File: config.mk
export PLATFORM = sky130hd
export DESIGN_NAME = btn_debounce_pulse
export DESIGN_NICKNAME = d
export VERILOG_FILES = /design/src/rtl/btn_pkg.sv /design/src/rtl/sync_2ff.sv /design/src/rtl/btn_debounce_pulse.sv
export SDC_FILE = /design/constraint.sdc
export NUM_CORES = 1
export LEC_CHECK = 0
export ABC_CLOCK_PERIOD_IN_PS = 3600
export CORE_AREA = 2 2 39 41
export DETAILED_ROUTE_END_ITERATION = 8
export DIE_AREA = 0 0 41 43
export HOLD_SLACK_MARGIN = 0.06
export PLACE_DENSITY = 0.65
export SYNTH_ARGS = -nofsm -noshare
export SYNTH_HDL_FRONTEND = slang
export SYNTH_HIERARCHICAL = 1
export SYNTH_SLANG_ARGS = --single-unit
File: constraint.sdc
create_clock -name clk -period 3.6 [get_ports clk]
set_input_delay 0.72 -clock clk [delete_from_list [all_inputs] [get_ports clk]]
set_output_delay 0.72 -clock clk [all_outputs]
set_load 0.005 [all_outputs]
File: src/rtl/btn_pkg.sv
// rtl/btn_pkg.sv - shared types, limits and timer sizing for the button conditioning path
package btn_pkg;

    typedef enum logic [1:0] {
        IDLE      = 2'd0,
        PRESS_CHK = 2'd1,
        HOLD      = 2'd2,
        REL_CHK   = 2'd3
    } btn_state_t;

    localparam int DEBOUNCE_MIN = 2;
    localparam int DEBOUNCE_MAX = 65535;
    localparam int REPEAT_MIN   = 2;
    localparam int REPEAT_MAX   = 65535;

    function automatic int clamp_range(input int v, input int lo, input int hi);
        if (v < lo) return lo;
        if (v > hi) return hi;
        return v;
    endfunction

    // One extra bit beyond the largest limit so the saturating timer never aliases a limit value.
    function automatic int tmr_width(input int a, input int b, input int c);
        int m;
        m = a;
        if (b > m) m = b;
        if (c > m) m = c;
        return $clog2(m) + 1;
    endfunction

endpackage

File: src/rtl/sync_2ff.sv
// rtl/sync_2ff.sv - two-flop synchroniser for raw board inputs
module sync_2ff (
    input  logic clk,
    input  logic reset,
    input  logic d,
    output logic q
);

    logic s1;

    always_ff @(posedge clk) begin
        if (reset) begin
            s1 <= 1'b0;
            q  <= 1'b0;
        end else begin
            s1 <= d;
            q  <= s1;
        end
    end

endmodule

File: src/rtl/btn_debounce_pulse.sv
// rtl/btn_debounce_pulse.sv - debounced push-button to single-cycle count-enable strobes
module btn_debounce_pulse
    import btn_pkg::*;
#(
    parameter int DEBOUNCE_CYCLES = 4,
    parameter int REPEAT_EN       = 0,
    parameter int REPEAT_DELAY    = 8,
    parameter int REPEAT_PERIOD   = 4
) (
    input  logic clk,
    input  logic reset,
    input  logic btn_in,
    output logic pulse,
    output logic btn_level,
    output logic busy
);

    // Out-of-range parameters are pulled to the nearest legal value.
    localparam int DEB  = clamp_range(DEBOUNCE_CYCLES, DEBOUNCE_MIN, DEBOUNCE_MAX);
    localparam int RDLY = clamp_range(REPEAT_DELAY, REPEAT_MIN, REPEAT_MAX);
    localparam int RPER = clamp_range(REPEAT_PERIOD, REPEAT_MIN, REPEAT_MAX);
    localparam int TW   = tmr_width(DEB, RDLY, RPER);

    localparam logic [TW-1:0] DEB_LAST  = TW'(DEB - 1);
    localparam logic [TW-1:0] RDLY_LAST = TW'(RDLY - 1);
    localparam logic [TW-1:0] RPER_LAST = TW'(RPER - 1);
    localparam logic [TW-1:0] TMR_MAX   = {TW{1'b1}};

    logic            s2;
    btn_state_t      state;
    logic [TW-1:0]   tmr;
    logic [TW-1:0]   tmr_inc;
    logic [TW-1:0]   rep_last;
    logic            first_rep;

    sync_2ff u_sync (
        .clk   (clk),
        .reset (reset),
        .d     (btn_in),
        .q     (s2)
    );

    assign tmr_inc  = (tmr == TMR_MAX) ? tmr : tmr + TW'(1);
    assign rep_last = first_rep ? RDLY_LAST : RPER_LAST;
    assign busy     = (state == PRESS_CHK) || (state == REL_CHK);

    always_ff @(posedge clk) begin
        if (reset) begin
            state     <= IDLE;
            tmr       <= '0;
            first_rep <= 1'b1;
            pulse     <= 1'b0;
            btn_level <= 1'b0;
        end else begin
            pulse <= 1'b0;
            case (state)
                IDLE: begin
                    btn_level <= 1'b0;
                    if (s2) begin
                        state <= PRESS_CHK;
                        tmr   <= TW'(1);
                    end
                end
                PRESS_CHK: begin
                    if (!s2) begin
                        state <= IDLE;
                    end else if (tmr == DEB_LAST) begin
                        state     <= HOLD;
                        pulse     <= 1'b1;
                        btn_level <= 1'b1;
                        tmr       <= '0;
                        first_rep <= 1'b1;
                    end else begin
                        tmr <= tmr_inc;
                    end
                end
                HOLD: begin
                    if (!s2) begin
                        state <= REL_CHK;
                        tmr   <= TW'(1);
                    end else if (REPEAT_EN != 0) begin
                        if (tmr == rep_last) begin
                            pulse     <= 1'b1;
                            tmr       <= '0;
                            first_rep <= 1'b0;
                        end else begin
                            tmr <= tmr_inc;
                        end
                    end
                end
                REL_CHK: begin
                    // Bounce on release re-arms the repeat delay but never strobes.
                    if (s2) begin
                        state     <= HOLD;
                        tmr       <= '0;
                        first_rep <= 1'b1;
                    end else if (tmr == DEB_LAST) begin
                        state     <= IDLE;
                        btn_level <= 1'b0;
                        tmr       <= '0;
                    end else begin
                        tmr <= tmr_inc;
                    end
                end
                default: state <= IDLE;
            endcase
        end
    end

endmodule

==> results of run 1 <==
[area by class of cell]
type	count	share of cell area
inverters	1	0.006383
flip-flops and latches	10	0.3404
well taps	16	0.03404
repair buffers	5	0.08511
multi-input cells	42	0.4723
clock buffers	4	0.06170
[metal layers]
metal,global-route usage,up-vias,routed length (um)
met5,0,-,0
met4,0.1600,0,54
met3,0.03141,5,32
met2,0.1875,9,375
met1,0.1401,179,395
li1,-,215,-
[power breakdown]
part | internal [W] | leakage, nW | total [W] | switching, W
sequential | 0.000113 | 0.0812 | 0.000115 | 0.00000229
combinational | 0.00000566 | 0.0891 | 0.00000988 | 0.00000421
clock | 0.0000616 | 0.0210 | 0.000104 | 0.0000421
[synthesized netlist by cell type]
master,number
nor4b_1,1
nand3b_1,2
o21ai_0,3
inv_1,1
nand3_1,2
buf_1,1
xnor2_1,1
a32oi_1,1
or2_2,1
a211oi_1,2
clkbuf_1,1
nor3b_4,1
nand4_1,1
nor3_1,2
a2111oi_2,1
ha_1,1
a21oi_1,6
nand2_1,6
dfxtp_1,10
o21ba_2,1
and3_1,2
and3b_2,1
nor3_2,1
nor2b_1,2
a21oi_2,1
buf_2,2
nor2_1,3
[per-stage QoR]
step / util / power (W) / setup slack (ns) / hold WS [ns] / instances
after floorplan: - / 0.0001236 / 2.232 / 0.4138 / 57
after global placement: 0.3987 / 0.0001272 / 1.852 / 0.4179 / 74
after detailed placement: 0.3987 / 0.0001274 / 1.831 / 0.4220 / 74
after CTS: 0.4250 / 0.0002322 / 1.536 / 0.4383 / 78
after global routing: 0.4250 / 0.0002390 / 1.453 / 0.4666 / 78
final: 0.4250 / 0.0002283 / 1.558 / 0.4365 / 78
[kinds of logic (layout without fill, tap and decap cells)]
logic type | Yosys count | after routing | synth area share
xor gates and xnor gates | 1 | 1 | 0.01755
AOI/OAI and AO/OA | 15 | 15 | 0.2055
adders and majority gates | 1 | 1 | 0.02506
and+or+nand+nor | 25 | 25 | 0.3083
buffers and inverters | 5 | 10 | 0.04259
DFF | 10 | 10 | 0.4010
[flip-flops by register name (all words and copies together) (netlist names), named ones only]
| signal | cells |
|---|---|
| u_sync/q | 1 |
| u_sync/s1 | 1 |
| btn_level | 1 |
| state | 1 |
| tmr | 4 |
| pulse | 1 |
[path summary, 6_finish.rpt]
kind,cells past startpoint,to,start,slack (ns)
worst max register to register,5,tmr[1],tmr[0],2.08
worst min-delay path,1,u_sync/q,u_sync/s1,0.44
worst max-delay path,1,busy,state[0],1.56
worst min register to register,1,u_sync/q,u_sync/s1,0.44
==> impl_metrics.json, run 1 <==
{
  "worstPathMaxFanout": 11,
  "ys_ff_latch": 10,
  "critical_path_class": "reg2out",
  "cts_resized": 0,
  "antenna_cells": 0,
  "end_kind": "primary output",
  "fp.dieW_um": 41,
  "multiInputGateArea_um2": 277.8,
  "start_util": 0.3608,
  "wl_um": 857,
  "cts_tree": "yes",
  "crit_required_ns": 2.88,
  "syn_avg_cell_area_um2": 8.758,
  "drt_iter0_drc": 3,
  "nets": 67,
  "fin_crit_ns": 2.042,
  "hold_violations": 0,
  "ys_seq_area_frac": 0.4010,
  "drive_gt1_frac": 0.1774,
  "fin_crit_sh": 0.5672,
  "top_level_ports": 6,
  "synthTopCellsByArea": "dfxtp_1 40%, a21oi_1 6.0%, nand2_1 4.5%",
  "ant_nets": 0,
  "rows": 14,
  "overflow": 0,
  "route.detailed.drc": 0,
  "post_cts_buffers": 0,
  "regArea_um2": 200.2,
  "die-area_mm2": 0.001763,
  "port_buffers": 5,
  "yosys.area.top_type": "dfxtp_1",
  "dpl-instance-area_um2": 551.8,
  "cts_buffers": 3,
  "stdcell_area_um2": 588.1,
  "final_common_cell": "dfxtp_1",
  "power_density_mw_per_mm2": 388.3,
  "grt_start_max_net_pins": 12,
  "setup_violations": 0,
  "htree_levels": 1,
  "via_per_inst": 5.231,
  "core_area_mm2": 0.001384,
  "skew_ns": 0.002849,
  "netlist_area_um2": 499.2,
  "cpPeakStageDelay_ns": 0.56,
  "grt_pass1_vias": 364,
  "insertion_delay_ns": 0.27,
  "drt_first_pass_iters": 3,
  "synth_warnings": 6,
  "fmax_mhz": 489.7,
  "startpoint_type": "flop",
  "slew_viol_final": 0,
  "fillers": 141,
  "cellLeakagePower_nw": 0.1913,
  "die_h_um": 43,
  "root_buffer": "clkbuf_4",
  "slew_headroom": 0.7191,
  "fin_setup_tns_ns": 0,
  "place_hpwl_um": 627.3,
  "globalplace.congestion": 0.8413,
  "hold_class": "reg2reg",
  "synth_cell_types": 27,
  "ir_worst_vdd_mv": 0.1539,
  "max_cap_violations": 0,
  "rsz0062_at_grt": "no",
  "tightest_slew_ns": 0.4170,
  "syn_inst": 57,
  "cts.clk_slew.worst_paths_ns": 0.07,
  "grtUsageTotal": 0.1341,
  "crit_arrival_ns": 1.32,
  "path_cells": "clkdlybuf4s50_1",
  "cpLargestDelayFamily": "buffers and inverters",
  "clock-sinks": 10,
  "syn_nets": 61,
  "status": "finished, final reports clean",
  "synth_top_area_share": 0.4010,
  "layout_common_cells": "10 x dfxtp_1, 6 x nand2_1, 6 x a21oi_1",
  "ctsHoldBuffers": 0,
  "antenna_found_initial": 0,
  "grt_pass1_wl_um": 1476,
  "clock_path_buffers": 2,
  "path_buf_inv": 1,
  "syn_to_final_growth_pct": 17.79,
  "vias": 408,
  "cp_slowest_cell": "clkdlybuf4s50_1",
  "wire_per_inst_um": 10.99
}
(Power assumes the default switching activity.)
==> run 2, diff against run 1 <==
- ABC_CLOCK_PERIOD_IN_PS: 3600 -> 1900
- clock period: 3.6 -> 1.9 ns (I/O delays scaled with it)
==> impl_metrics.json, run 2 (synthesis results as in run 1) <==
{
  "status": "finished, final reports clean",
  "cpPeakStageDelay_ns": 0.56,
  "die_h_um": 43,
  "syn_to_final_growth_pct": 15.04,
  "grt_pass1_vias": 340,
  "path_buf_inv": 1,
  "clock-sinks": 10,
  "fmax_mhz": 583.3,
  "slew_headroom": 0.6827,
  "globalplace.congestion": 0.8694,
  "setup_violations": 0,
  "regMostFlops": "tmr",
  "ir_worst_vdd_mv": 0.2449,
  "top_level_ports": 6,
  "start_util": 0.3608,
  "ctsHoldBuffers": 0,
  "cts_buffers": 3,
  "root_buffer": "clkbuf_4",
  "cp_slowest_cell": "clkdlybuf4s50_1",
  "tightest_slew_ns": 0.4710,
  "skew_ns": 0.0005333,
  "route.detailed.drc": 0,
  "ant_nets": 0,
  "regArea_um2": 200.2,
  "grt_pass1_wl_um": 1455,
  "final_common_cell": "dfxtp_1",
  "grtUsageTotal": 0.1300,
  "die-area_mm2": 0.001763,
  "via_per_inst": 5.481,
  "rows": 14,
  "wire_per_inst_um": 11.08,
  "clock_path_buffers": 2,
  "nets": 67,
  "cts_tree": "yes",
  "core_area_mm2": 0.001384,
  "cellLeakagePower_nw": 0.1841,
  "vias": 422,
  "insertion_delay_ns": 0.26,
  "startpoint_type": "flop",
  "slew_viol_final": 0,
  "drive_gt1_frac": 0.1639,
  "worstPathMaxFanout": 11,
  "layout_common_cells": "10 x dfxtp_1, 6 x nand2_1, 6 x a21oi_1",
  "cts_resized": 0,
  "cpLargestDelayFamily": "buffers and inverters",
  "rsz0062_at_grt": "no",
  "fin_setup_tns_ns": 0,
  "hold_class": "reg2reg",
  "drt_iter0_drc": 14,
  "place_hpwl_um": 594.1,
  "crit_arrival_ns": 1.33,
  "port_buffers": 5,
  "largest_reg_flops": 4,
  "antenna_found_initial": 0,
  "wl_um": 853,
  "overflow": 0,
  "antenna_cells": 0,
  "multiInputGateArea_um2": 277.8,
  "fp.dieW_um": 41,
  "end_kind": "primary output",
  "post_cts_buffers": 0,
  "path_cells": "clkdlybuf4s50_1",
  "final_util": 0.4150,
  "grt_start_max_net_pins": 12,
  "drt_first_pass_iters": 2,
  "fin_crit_ns": 1.714,
  "power_density_mw_per_mm2": 662.1,
  "critical_path_class": "reg2out",
  "cts.clk_slew.worst_paths_ns": 0.06,
  "max_cap_violations": 0,
  "htree_levels": 1,
  "fin_crit_sh": 0.9023,
  "crit_required_ns": 1.52,
  "hold_violations": 0,
  "fillers": 148
}
run 2: changes by cell type in the layout (fill, tap and decap cells not counted):
cell	previous run	this run
clkbuf_8	1	0
run 2: report_power, final:
group	internal, W	total, W	leakage [nW]	switching (W)
clock	0.0000732	0.000143	0.0138	0.0000703
combinational	0.0000107	0.0000189	0.0891	0.00000826
sequential	0.000213	0.000218	0.0812	0.00000450
run 2: path summary, 6_finish.rpt:
kind	from	end	slack [ns]	depth (start not counted)
setup / recovery	state[0]	busy	0.19	1
hold / removal	u_sync/s1	u_sync/q	0.44	1
setup reg to reg	tmr[0]	tmr[1]	0.39	5
hold reg to reg	u_sync/s1	u_sync/q	0.44	1
run 2: area by class of cell:
cell class	instances	area share
clock buffers	3	0.03922
inverters	1	0.006536
multi-input cells	42	0.4837
flip-flops and latches	10	0.3486
well taps	16	0.03486
repair buffers	5	0.08715
run 2: through the flow:
step           total power, W  hold WS [ns]  instance area (um^2)  cells  worst slack [ns]
5_1_grt             0.0004137        0.4700                 574.3     77           0.07002
2_1_floorplan       0.0002341        0.4138                 499.2     57            0.5321
3_3_place_gp        0.0002412        0.4174                 551.8     74            0.4358
3_5_place_dp        0.0002414        0.4279                 551.8     74            0.4047
4_1_cts             0.0003870        0.4461                 574.3     77            0.1748
6_report            0.0003802        0.4423                 574.3     77            0.1856
run 2: metal layers:
layer / global-route usage / vias to the layer above / part of all wire
li1: - / 217 / -
met1: 0.1726 / 191 / 0.49
met2: 0.1500 / 9 / 0.44
met3: 0.04712 / 5 / 0.032
met4: 0.1267 / 0 / 0.036
met5: 0 / - / 0
